==> src/rtl/irq_pkg.sv <==
// irq_pkg: shared state encoding, register offsets and bit positions for the
// interrupt priority arbiter.
package irq_pkg;

    typedef enum logic [1:0] {
        ST_IDLE    = 2'd0,
        ST_ASSERT  = 2'd1,
        ST_SERVICE = 2'd2
    } irq_state_e;

    // Byte offsets; only bits [4:2] of the address take part in decoding.
    localparam logic [4:0] OFS_CTRL   = 5'h00;
    localparam logic [4:0] OFS_MASK   = 5'h04;
    localparam logic [4:0] OFS_PEND   = 5'h08;
    localparam logic [4:0] OFS_PRIO   = 5'h0C;
    localparam logic [4:0] OFS_STATUS = 5'h10;
    localparam logic [4:0] OFS_EOI    = 5'h14;

    localparam int CTRL_EN_BIT      = 0;
    localparam int STATUS_ID_LSB    = 0;
    localparam int STATUS_STATE_LSB = 3;
    localparam int STATUS_TMO_BIT   = 5;

endpackage

==> src/rtl/irq_prio_select.sv <==
// irq_prio_select: combinational winner among eligible sources; the highest
// priority wins and ties go to the lowest index.
module irq_prio_select #(
    parameter int NUM_SRC = 4,
    parameter int PRIO_W  = 2
) (
    input  logic [NUM_SRC-1:0]        eligible,
    input  logic [NUM_SRC*PRIO_W-1:0] prio,
    output logic [2:0]                winner,
    output logic                      valid
);

    logic [PRIO_W-1:0] prio_arr [NUM_SRC];
    logic [PRIO_W-1:0] best_prio;

    genvar gi;
    generate
        for (gi = 0; gi < NUM_SRC; gi++) begin : g_unpack
            assign prio_arr[gi] = prio[gi*PRIO_W +: PRIO_W];
        end
    endgenerate

    // Strict greater-than keeps the earlier (lower-index) source on a tie.
    always_comb begin
        winner    = '0;
        valid     = 1'b0;
        best_prio = '0;
        for (int i = 0; i < NUM_SRC; i++) begin
            if (eligible[i] && (!valid || prio_arr[i] > best_prio)) begin
                valid     = 1'b1;
                winner    = 3'(i);
                best_prio = prio_arr[i];
            end
        end
    end

endmodule

==> src/rtl/irq_priority_arbiter.sv <==
// irq_priority_arbiter: APB-programmed priority/mask interrupt arbiter with an
// assert/ack/EOI handshake. Optional macro IRQ_ACK_TIMEOUT_EN adds an ack timeout.
module irq_priority_arbiter
    import irq_pkg::*;
#(
    parameter int NUM_SRC        = 4,
    parameter int PRIO_W         = 2,
    parameter int TIMEOUT_CYCLES = 255
) (
    input  logic               pclk_i,
    input  logic               rst_n_i,
    input  logic               psel_i,
    input  logic               penable_i,
    input  logic               pwrite_i,
    input  logic [31:0]        paddr_i,
    input  logic [31:0]        pwdata_i,
    output logic [31:0]        prdata_o,
    output logic               pready_o,
    output logic               pslverr_o,
    input  logic [NUM_SRC-1:0] irq_req_i,
    output logic               irq_o,
    output logic [2:0]         irq_id_o,
    input  logic               irq_ack_i
);

`ifdef IRQ_ACK_TIMEOUT_EN
    localparam bit STATUS_WRITABLE = 1'b1;
`else
    localparam bit STATUS_WRITABLE = 1'b0;
`endif

    logic                      ctrl_en_reg;
    logic [NUM_SRC-1:0]        mask_reg;
    logic [NUM_SRC-1:0]        pend_reg, pend_next;
    logic [NUM_SRC*PRIO_W-1:0] prio_reg;
    logic [2:0]                id_reg, id_next;
    irq_state_e                state_reg, state_next;

    logic [NUM_SRC-1:0]        eligible;
    logic [2:0]                win_id;
    logic                      win_valid;
    logic [7:0]                mask_ext;
    logic                      presented_ok;
    logic                      tmo_hit;
    logic                      status_tmo;

    logic                      apb_access, apb_wr, apb_rd;
    logic                      addr_valid, wr_ro, apb_err, wr_ok, eoi;
    logic [4:0]                ofs;
    logic [31:0]               rdata;
    logic                      unused_ok;

    assign apb_access = psel_i & penable_i;
    assign apb_wr     = apb_access & pwrite_i;
    assign apb_rd     = apb_access & ~pwrite_i;
    assign ofs        = {paddr_i[4:2], 2'b00};
    assign addr_valid = (ofs <= OFS_EOI);
    assign wr_ro      = apb_wr & ((ofs == OFS_PEND) | ((ofs == OFS_STATUS) & ~STATUS_WRITABLE));
    assign apb_err    = apb_access & (~addr_valid | wr_ro);
    assign wr_ok      = apb_wr & ~apb_err;
    assign eoi        = wr_ok & (ofs == OFS_EOI) & (state_reg == ST_SERVICE);

    assign pready_o  = 1'b1;
    assign pslverr_o = apb_err;
    assign prdata_o  = apb_rd ? rdata : '0;
    assign irq_o     = (state_reg == ST_ASSERT);
    assign irq_id_o  = id_reg;

    assign unused_ok = ^{paddr_i, pwdata_i, (TIMEOUT_CYCLES != 0)};

    assign eligible     = pend_reg & mask_reg & {NUM_SRC{ctrl_en_reg}};
    assign mask_ext     = 8'(mask_reg);
    assign presented_ok = ctrl_en_reg & mask_ext[id_reg];

    irq_prio_select #(
        .NUM_SRC (NUM_SRC),
        .PRIO_W  (PRIO_W)
    ) u_select (
        .eligible (eligible),
        .prio     (prio_reg),
        .winner   (win_id),
        .valid    (win_valid)
    );

    // A pending bit cleared by EOI is immediately re-set if its line is still high.
    genvar gi;
    generate
        for (gi = 0; gi < NUM_SRC; gi++) begin : g_pend
            assign pend_next[gi] = irq_req_i[gi] |
                                   (pend_reg[gi] & ~(eoi & (id_reg == 3'(gi))));
        end
    endgenerate

    always_comb begin
        state_next = state_reg;
        id_next    = id_reg;
        case (state_reg)
            ST_IDLE: begin
                if (win_valid) begin
                    id_next    = win_id;
                    state_next = ST_ASSERT;
                end
            end
            ST_ASSERT: begin
                if (!presented_ok || tmo_hit) begin
                    state_next = ST_IDLE;
                end else if (irq_ack_i) begin
                    state_next = ST_SERVICE;
                end
            end
            ST_SERVICE: begin
                if (eoi) begin
                    state_next = ST_IDLE;
                end
            end
            default: state_next = ST_IDLE;
        endcase
    end

    always_ff @(posedge pclk_i or negedge rst_n_i) begin
        if (!rst_n_i) begin
            ctrl_en_reg <= 1'b0;
            mask_reg    <= '0;
            pend_reg    <= '0;
            prio_reg    <= '0;
            id_reg      <= '0;
            state_reg   <= ST_IDLE;
        end else begin
            pend_reg  <= pend_next;
            id_reg    <= id_next;
            state_reg <= state_next;
            if (wr_ok && ofs == OFS_CTRL) begin
                ctrl_en_reg <= pwdata_i[CTRL_EN_BIT];
            end
            if (wr_ok && ofs == OFS_MASK) begin
                mask_reg <= pwdata_i[NUM_SRC-1:0];
            end
            if (wr_ok && ofs == OFS_PRIO) begin
                prio_reg <= pwdata_i[NUM_SRC*PRIO_W-1:0];
            end
        end
    end

`ifdef IRQ_ACK_TIMEOUT_EN
    localparam int CNT_W = $clog2(TIMEOUT_CYCLES + 1);

    logic [CNT_W-1:0] tmo_cnt_reg, tmo_cnt_next;
    logic             tmo_flag_reg;

    // The count is the number of cycles already spent in ASSERT.
    assign tmo_hit      = (state_reg == ST_ASSERT) & ~irq_ack_i &
                          (tmo_cnt_reg == CNT_W'(TIMEOUT_CYCLES - 1));
    assign tmo_cnt_next = (state_reg == ST_ASSERT && state_next == ST_ASSERT) ?
                          tmo_cnt_reg + CNT_W'(1) : '0;
    assign status_tmo   = tmo_flag_reg;

    always_ff @(posedge pclk_i or negedge rst_n_i) begin
        if (!rst_n_i) begin
            tmo_cnt_reg  <= '0;
            tmo_flag_reg <= 1'b0;
        end else begin
            tmo_cnt_reg <= tmo_cnt_next;
            if (tmo_hit) begin
                tmo_flag_reg <= 1'b1;
            end else if (wr_ok && ofs == OFS_STATUS && pwdata_i[STATUS_TMO_BIT]) begin
                tmo_flag_reg <= 1'b0;
            end
        end
    end
`else
    assign tmo_hit    = 1'b0;
    assign status_tmo = 1'b0;
`endif

    always_comb begin
        rdata = '0;
        case (ofs)
            OFS_CTRL:   rdata[CTRL_EN_BIT] = ctrl_en_reg;
            OFS_MASK:   rdata[NUM_SRC-1:0] = mask_reg;
            OFS_PEND:   rdata[NUM_SRC-1:0] = pend_reg;
            OFS_PRIO:   rdata[NUM_SRC*PRIO_W-1:0] = prio_reg;
            OFS_STATUS: begin
                rdata[STATUS_ID_LSB +: 3]    = id_reg;
                rdata[STATUS_STATE_LSB +: 2] = state_reg;
                rdata[STATUS_TMO_BIT]        = status_tmo;
            end
            default: rdata = '0;
        endcase
    end

endmodule
==> config.mk <==
export PLATFORM = sky130hd
export DESIGN_NAME = irq_priority_arbiter
export DESIGN_NICKNAME = d
export VERILOG_FILES = /design/src/rtl/irq_pkg.sv /design/src/rtl/irq_prio_select.sv /design/src/rtl/irq_priority_arbiter.sv
export SDC_FILE = /design/constraint.sdc
export NUM_CORES = 1
export LEC_CHECK = 0
export BUFFER_PORTS_ARGS = -buffer_cell sky130_fd_sc_hd__buf_2
export CORE_MARGIN = 2
export CORE_UTILIZATION = 45
export CTS_CLUSTER_SIZE = 25
export DETAILED_ROUTE_END_ITERATION = 6
export GPL_ROUTABILITY_DRIVEN = 0
export PLACE_DENSITY = 0.86
export SLEW_MARGIN = 20
export SYNTH_ARGS = -nofsm -noshare
export SYNTH_HDL_FRONTEND = slang
export SYNTH_SLANG_ARGS = --single-unit
==> constraint.sdc <==
create_clock -name pclk_i -period 5.1 [get_ports pclk_i]
set_input_delay 0.255 -clock pclk_i [delete_from_list [all_inputs] [get_ports pclk_i]]
set_output_delay 0.255 -clock pclk_i [all_outputs]
set_load 0.005 [all_outputs]
Word-level counts from Yosys, hierarchy flattened
Index checks and enable logic that the tools add are counted.
{ "op_classes": {"reduce_logical": 17, "n_mux": 22, "magnitude_cmp": 5, "bitwise_logic": 32, "n_eq_ne": 13} }
{ "op_table": {"columns": ["operator", "count"], "rows": [
  ["two-way mux 2 bit", 10],
  ["AND 1 bit", 17],
  ["equality test 3 x 2 -> 1 bit (second input constant)", 4],
  ["case mux 3 bit (4 select lines)", 1],
  ["AND 4 bit", 2],
  ["two-way mux 8 bit", 1],
  ["NOT 1 bit", 7],
  ["equality test 3 x 1 -> 1 bit (second input constant)", 2],
  ["equality test 3 bit (second input constant)", 2],
  ["greater-than comparator 2 bit", 3],
  ["logical AND 1 bit", 6],
  ["two-way mux 1 bit", 6],
  ["OR 1 bit", 6],
  ["case mux 2 bit (3 select lines)", 1],
  ["<= comparator 5 bit (second input constant)", 1],
  ["zero test 5 bit", 1],
  ["case mux 1 bit (5 select lines)", 1],
  ["less-than comparator 3 x 4 -> 1 bit (second input constant)", 1],
  ["case mux 2 bit (2 select lines)", 1],
  ["binary-select mux 1 bit (select 3 bit)", 1],
  ["zero test 1 bit", 3],
  ["zero test 3 bit", 1],
  ["logical OR 1 bit", 3],
  ["inequality test 3 bit (second input constant)", 1],
  ["7 further kinds", 7]
]} }
{ "word_totals": {"in_bits": 74, "elab_cells": 95, "reg_bits": 22, "out_inout_bits": 38} }

Depth between registers and ports, before layout
Gate-level depths: netlist of the first run.
{ "logic_depth": {"depth_word": 17, "ltp_mapped": 19, "depth_no_buf": 18} }

Hierarchy
A second synthesis of the first run with hierarchy kept.
{ "hier_totals": {"cells_unflattened": 176, "area_unflattened_um2": 1704.1} }
{ "modules_own_cells": {"columns": ["mod", "seq_area_each_um2", "area_each_um2", "n_inst", "cells_per_inst"], "rows": [
  ["irq_priority_arbiter", 550.5, 1431.4, 1, 137],
  ["irq_prio_select", 0.0, 272.8, 1, 39]
]} }

Worst setup path before layout of the first run
OpenSTA, ideal clock, no wires.
{ "synth_path": {"path_kind": "register to register", "startpoint": "register ctrl_en_reg", "endpoint": "register id_reg[0], in the netlist irq_id_o[0]", "period_less_slack_ns": 3.473, "setup_ns": 0.120, "stages_incl_launch_ff": 19, "required_time_ns": 4.980, "n_path_buf": 1, "t_arrival_ns": 3.353, "path_slack_ns": 1.627, "path_cell_list": "dfrtp_1 -> buf_4 -> and3_4 -> nand2_1 -> ha_1 -> nor2b_1 -> o21ai_1 -> a21oi_2 -> a22o_1 -> ha_1 -> nand2_1 -> o21ai_0 -> a31oi_2 -> mux2_2 -> ha_1 -> a21oi_1 -> a211o_1 -> nand3_1 -> o22a_2"} }
{ "synth_via": {"elab_chain_len": 15, "elab_cells_between_ends": 24, "classes_between": "order compare: 3; mux: 10; bitwise: 1; reduce/logical: 10"} }
{ "synth_lines": {"columns": ["item", "line", "rtl"], "rows": [
  ["from (decl)", "irq_priority_arbiter.sv:32", "logic ctrl_en_reg;"],
  ["from (signal assigned)", "irq_priority_arbiter.sv:133", "ctrl_en_reg <= pwdata_i[CTRL_EN_BIT];"],
  ["AND 4 bit (*)", "irq_priority_arbiter.sv:71", "assign eligible = pend_reg & mask_reg & {NUM_SRC{ctrl_en_reg}};"],
  ["two-way mux 2 bit or two-way mux 1 bit (tied branches)", "irq_prio_select.sv:29", "if (eligible[i] && (!valid || prio_arr[i] > best_prio)) begin"],
  ["greater-than comparator 2 bit or zero test 1 bit (tied branches)", "irq_prio_select.sv:29", null],
  ["logical OR 1 bit", "irq_prio_select.sv:29", null],
  ["logical AND 1 bit", "irq_prio_select.sv:29", null],
  ["two-way mux 2 bit or two-way mux 1 bit (tied branches)", "irq_prio_select.sv:29", null],
  ["greater-than comparator 2 bit or zero test 1 bit (tied branches)", "irq_prio_select.sv:29", null],
  ["logical OR 1 bit", "irq_prio_select.sv:29", null],
  ["logical AND 1 bit", "irq_prio_select.sv:29", null],
  ["two-way mux 2 bit or two-way mux 1 bit (tied branches)", "irq_prio_select.sv:29", null],
  ["greater-than comparator 2 bit or zero test 1 bit (tied branches)", "irq_prio_select.sv:29", null],
  ["logical OR 1 bit", "irq_prio_select.sv:29", null],
  ["logical AND 1 bit", "irq_prio_select.sv:29", null],
  ["two-way mux 1 bit", "irq_prio_select.sv:29", null],
  ["AND reduction 2 bit (no line)", null, null],
  ["to (signal assigned)", "irq_priority_arbiter.sv:130", "id_reg <= id_next;"],
  ["to (decl)", "irq_priority_arbiter.sv:36", "logic [2:0] id_reg, id_next;"]
]} }
Every way passes the cells marked *; elsewhere a longest branch is shown, timed or not.
A chain may end at the register's enable or synchronous reset.

Worst setup path in the final report of the first run
Ends and elaborated chain as after synthesis.

==> metrics, run 1 <==
share of the synthesized area in the top cell type=32.7%; crit-path cells=and3_4, nand2_1, ha_1, nor2b_1, o21ai_1, a21oi_2, a22oi_1, ha_1, nand2_1, o21ai_0, a31oi_2, mux2_2, ha_1, a21oi_1, a211o_1, nand3_1, o22a_2; Worst setup EP type=flip-flop; clock buffer count from CTS=3; Pint=0.000328 W; Cell Rows=21; WP data required=5.31 ns; Fillers=345; CP startpoint=ctrl_en_reg; setup violators final=0; max reg flops=8; die width=63.8 µm; ANT cells=0; Synth top cells by count=buf_4 (29), dfrtp_1 (21), mux2_2 (15), nand2_1 (11), nor2_1 (9); first-pass GRT wire length=5410 µm; CP Buf/Inv Count=0; synth warn=0; largest net degree at the start of global routing=22; Most common cell on crit path=ha_1; Critical Setup Path Class=flip-flop to flip-flop; dpl hpwl=2490 µm; IO Count=112; GRT Total Usage=16.7%; Psw=0.000185 W; worst min-delay path class=input port to flip-flop; Clock Pin Slew Worst Setup and Hold Paths=0.11 ns; final-report hold violation count=0; clock sink count=21; power share of the clock group=15.8%; number of antenna violations at the first check in global routing=0; Setup TNS=0 ns; main flop type after synthesis=dfrtp_1; Worst path slowest cell=dfrtp_1; Post-CTS Setup Repair Bufs=0; Fmax=0.255 GHz; die area=4070 µm²; worst r2r src=ctrl_en_reg; hold path start=irq_req_i[1]; RSZ-0062 raised after global routing=false; Switching Fraction=36.1%; Setup Skew=0.00784 ns; vias in the first global route=1180; fin crit share=76.9%; number of DRC markers in iteration 0=79; IO Port Bufs=32; core box area=3390 µm²; mapped cell area=1610 µm²; WP data arrival=4.13 ns; area leader, netlist=dfrtp_1; Post-route DRC=0; flops & latches, synth=21; average cell area after synthesis=9.40 µm²; antenna-violating nets left=0; Post-synth ARST share=100%; delay of the slowest cell on the worst path=0.53 ns; via count=1258; overall routed net length=3100 µm; vias per cell=5.09; Layout area overhead=7.39%; CP Launch Type=flip-flop; grt total ovfl=0; count leader, synth=buf_4; Core Util, Final=50.9%; clk buf depth=2; Initial Utilization=47.4%; leakage power=0.809 nW; sequential fraction of design power=49.3%; drt wl/cell=12.5 µm; max_cap viols=0; layout cells sized above 1=29.9%; Mapped Cells=171; clk root buf=clkbuf_4; clock period minus worst slack=3.92 ns; Netlist cell types=43; clock latency on the worst-skew pair=0.31 ns; H-tree Lvls=1; EDFF count, synth=0; maximum vdd drop=0.106 mV; TritonRoute pass-1 iters=4; CP max FO=9; top post-synthesis cells by area=dfrtp_1 (33%), buf_4 (14%), mux2_2 (11%); Die Ht=63.8 µm; Logic pwr share=34.9%; sequential-to-total area share from yosys stat=32.7%; Pwr Density=298 nW/µm²; Layout Nets=282; status=finished clean; Slew Limit Fails=0; CP delay by family, top=compound AO/OA/AOI/OAI gates; CTS tree=built
[worst reg2reg max path: cells and delay by family (launching register included)]
kind | cells | cell delay (ns)
fa+ha+maj | 3 | 0.85
flops | 1 | 0.53
compound gates | 8 | 1.44
mux | 1 | 0.38
simple gates | 5 | 0.63
[final cells by class]
type	instances	area (µm²)	share of cell area [%]
sequential	21	526	30.4
clock inverter	1	5.00	0.290
clock buffer	3	22.5	1.30
timing repair buffer	33	170	9.86
multi-input combinational	137	923	53.5
tap	46	57.6	3.33
inverter	6	22.5	1.30
[power groups by stage]
| stage | clock, W | combinational, W | sequential, W |
|---|---|---|---|
| global route | 0.0000950 | 0.000205 | 0.000260 |
| detailed placement | 0 | 0.000179 | 0.000257 |
| global placement | 0 | 0.000173 | 0.000255 |
| CTS | 0.0000849 | 0.000181 | 0.000253 |
| finish | 0.0000814 | 0.000179 | 0.000253 |
| floorplan | 0 | 0.000153 | 0.000238 |
[per-layer routing]
metal,global-route usage (%),vias to the layer above,wire [µm]
li1,-,615,-
met1,22.3,584,1390
met2,26.6,51,1450
met3,3.17,8,201
met4,7.07,0,48
met5,0,-,0
[path summary, 6_finish.rpt]
kind / end / slack (ns) / depth (start not counted)
worst max-delay path: irq_id_o[0] / 1.18 / 17
worst min-delay path: pend_reg[1] / 0.12 / 2
worst max register to register: irq_id_o[0] / 1.18 / 17
worst min register to register: pend_reg[2] / 0.55 / 1
max in group asynchronous: irq_id_o[0] / 4.37 / 2
min in group asynchronous: prio_reg[1] / 0.41 / 2
[repair_timing]
item | in CTS | in global routing
hold buffers | 1 | 0
hold endpoints to repair | 21 | 0
resized for setup | 0 | 0
[stage by stage]
step           std cells  power [W]  instance area [µm²]  worst slack, ns  hold slack [ns]
5_1_grt              247   0.000560                 1730            0.815            0.107
4_1_cts              247   0.000519                 1730             1.17            0.116
3_3_place_gp         242   0.000428                 1690             1.27            0.232
2_1_floorplan        195   0.000391                 1700             1.63          -0.0406
6_report             247   0.000514                 1730             1.18            0.117
3_5_place_dp         242   0.000436                 1690             1.20            0.232
[cell usage in the layout, fill, tap and decap left out, types with 2 or more instances in the layout]
cell / instances
a22o_1: 2
inv_1: 6
nor3_1: 5
a21o_1: 3
mux2_2: 15
and2_1: 2
nand3_1: 6
ha_1: 6
buf_2: 32
o22a_1: 2
nor4_1: 2
a22oi_1: 5
dfrtp_1: 21
nand3b_1: 4
clkbuf_4: 3
nor2_1: 9
nand2b_1: 2
and3_1: 2
nand2_1: 11
nor2b_1: 8
a31oi_1: 3
o21ai_0: 5
conb_1: 26
[cells by family (layout without fill, tap and decap cells)]
kind of cell,Yosys count,after routing,share of synthesized area (%)
and+or+nand+nor,57,57,19.8
AOI/OAI and AO/OA,31,31,14.3
other,2,26,0.467
adders and majority gates,7,7,5.29
DFF,21,21,32.7
muxes,16,16,11.9
buffers and inverters,37,43,15.5
Note: power is estimated with default switching activity, not from simulation.
==> inputs of run 2 (changes only) <==
--- a/config.mk
+++ b/config.mk
@@ -7,11 +7,11 @@
 export LEC_CHECK = 0
 export BUFFER_PORTS_ARGS = -buffer_cell sky130_fd_sc_hd__buf_2
 export CORE_MARGIN = 2
-export CORE_UTILIZATION = 45
+export CORE_UTILIZATION = 41
 export CTS_CLUSTER_SIZE = 25
 export DETAILED_ROUTE_END_ITERATION = 6
 export GPL_ROUTABILITY_DRIVEN = 0
-export PLACE_DENSITY = 0.86
+export PLACE_DENSITY = 0.8
 export SLEW_MARGIN = 20
 export SYNTH_ARGS = -nofsm -noshare
 export SYNTH_HDL_FRONTEND = slang
==> constraint.sdc (replaced) <==
create_clock -name pclk_i -period 3.7 [get_ports pclk_i]
set_input_delay 0.185 -clock pclk_i [delete_from_list [all_inputs] [get_ports pclk_i]]
set_output_delay 0.185 -clock pclk_i [all_outputs]
set_load 0.005 [all_outputs]
==> run 2 against run 1 <==
- final area is 6.4% higher
- wire length up 10%
- critical path depth unchanged
- sequential power up 37%
- clock power grew 88%
- cell count rose by 3.6%
- clock-buffer cell count is the same
- first-iteration DRC count down 10%
==> metrics, run 2 (synthesis gave the netlist of run 1 again) <==
reg-to-reg setup timing slack=0.18 ns; cells on worst reg2reg path=17; core box area=3720 µm²; die area=4440 µm²; clk root buf=clkbuf_8; Worst Setup EP=irq_id_o[0]; Core Util, Final=49.5%; largest net degree at the start of global routing=22; worst reg2reg endpoint=irq_id_o[0]; setup violators final=0; GRT Total Usage=16.0%; IO Port Bufs=32; Worst setup EP type=flip-flop; antenna-violating nets left=0; Cell Rows=22; die width=66.6 µm; overall routed net length=3410 µm; Setup TNS=0 ns; worst setup margin=0.183 ns; clock sink count=21; grt total ovfl=0; Post-route DRC=0; H-tree Lvls=1; TritonRoute pass-1 iters=4; clock latency on the worst-skew pair=0.26 ns; dpl hpwl=2580 µm; via count=1285; clock period minus worst slack=3.52 ns; Pwr Density=426 nW/µm²; Clock Pin Slew Worst Setup and Hold Paths=0.08 ns; flip-flop and latch area=526 µm²; Slew Limit Fails=0; number of DRC markers in iteration 0=71; fin crit share=95.1%; final-report hold violation count=0; CP startpoint=pend_reg[0]; Die Ht=66.6 µm; drt wl/cell=13.3 µm; IO Count=112; Fmax=0.284 GHz; status=finished clean; Setup Skew=0.00437 ns; leakage power=0.870 nW; WP data arrival=3.68 ns; Critical Setup Path Class=flip-flop to flip-flop; commonest non-fill, non-tap cell in the layout=buf_2; Layout area overhead=14.3%; Setup WS pre-CTS=0.0251 ns; vias in the first global route=1112; clock buffer count from CTS=3; Layout Nets=289; max reg flops=8; most frequent cells in the layout=buf_2 (32), conb_1 (26), dfrtp_1 (21); Power Total=0.000783 W; multi-input logic area=961 µm²; layout cells sized above 1=34.6%; Final Cell Area=1840 µm²; vias per cell=5.02; clk buf depth=2; maximum vdd drop=0.161 mV; CP max FO=3; worst r2r src=pend_reg[0]; Initial Utilization=43.3%; number of antenna violations at the first check in global routing=0; worst min-delay path class=input port to flip-flop; WP data required=3.86 ns; Post-DP Area=1730 µm²; max_cap viols=0; CTS tree=built; CP Launch Type=flip-flop; first-pass GRT wire length=5380 µm; Fillers=360; ANT cells=0
run 2: metrics by stage:
step,std cells,hold slack (ns)
final,256,0.104
after CTS,254,0.101
after detailed placement,249,0.174
after global placement,249,0.170
after floorplan,195,-0.111
after global routing,256,0.0873
run 2: how the worst min path moves through the flow:
stage                  from           to  cells after the start
2_1_floorplan       rst_n_i  ctrl_en_reg                      0
6_report       irq_req_i[1]  pend_reg[1]                      2
4_1_cts        irq_req_i[2]  pend_reg[2]                      2
5_1_grt        irq_req_i[2]  pend_reg[2]                      2
3_3_place_gp        rst_n_i  prio_reg[6]                      1
3_5_place_dp        rst_n_i  prio_reg[6]                      1
run 2: what timing repair did:
action                                 in CTS  in global routing
setup buffers                               0                  2
endpoints found under the hold margin      21                  0
setup endpoints to repair                   0                  2
gates resized for setup                     0                  8
hold buffers                                1                  0
run 2: where the power goes:
group          total, W  switching [W]  internal [W]
clock          0.000153      0.0000780     0.0000751
sequential     0.000346      0.0000683      0.000278
combinational  0.000284       0.000129      0.000155
total          0.000783       0.000275      0.000508
run 2: routing by layer:
layer  part of all wire, %  global-route usage [%]  up-vias
met3                   7.1                    2.87       10
li1                      -                       -      633
met5                     0                       0        -
met4                   2.6                    6.63        0
met2                    44                    24.4       52
met1                    46                    22.3      590
run 2: area by class of cell:
class / instances / area share, %
Timing Repair Buffer: 40 / 12.1
Tap cell: 48 / 3.27
Inverter: 6 / 1.23
Clock inverter: 1 / 0.272
Clock buffer: 3 / 2.25
Sequential cell: 21 / 28.6
Multi-Input combinational cell: 137 / 52.3
run 2: critical path, cell delays in order, from the launching register on:
cell	delay, ns
dfrtp_1	0.40
and3_4	0.20
and2_1	0.16
ha_1	0.27
nand2_1	0.09
o21ai_2	0.07
a21oi_2	0.19
a22oi_2	0.11
ha_1	0.31
nor2b_1	0.13
o21ai_1	0.17
a31oi_2	0.15
mux2_4	0.32
ha_1	0.29
a21oi_1	0.13
a211o_1	0.14
nand3_2	0.09
o22a_2	0.20
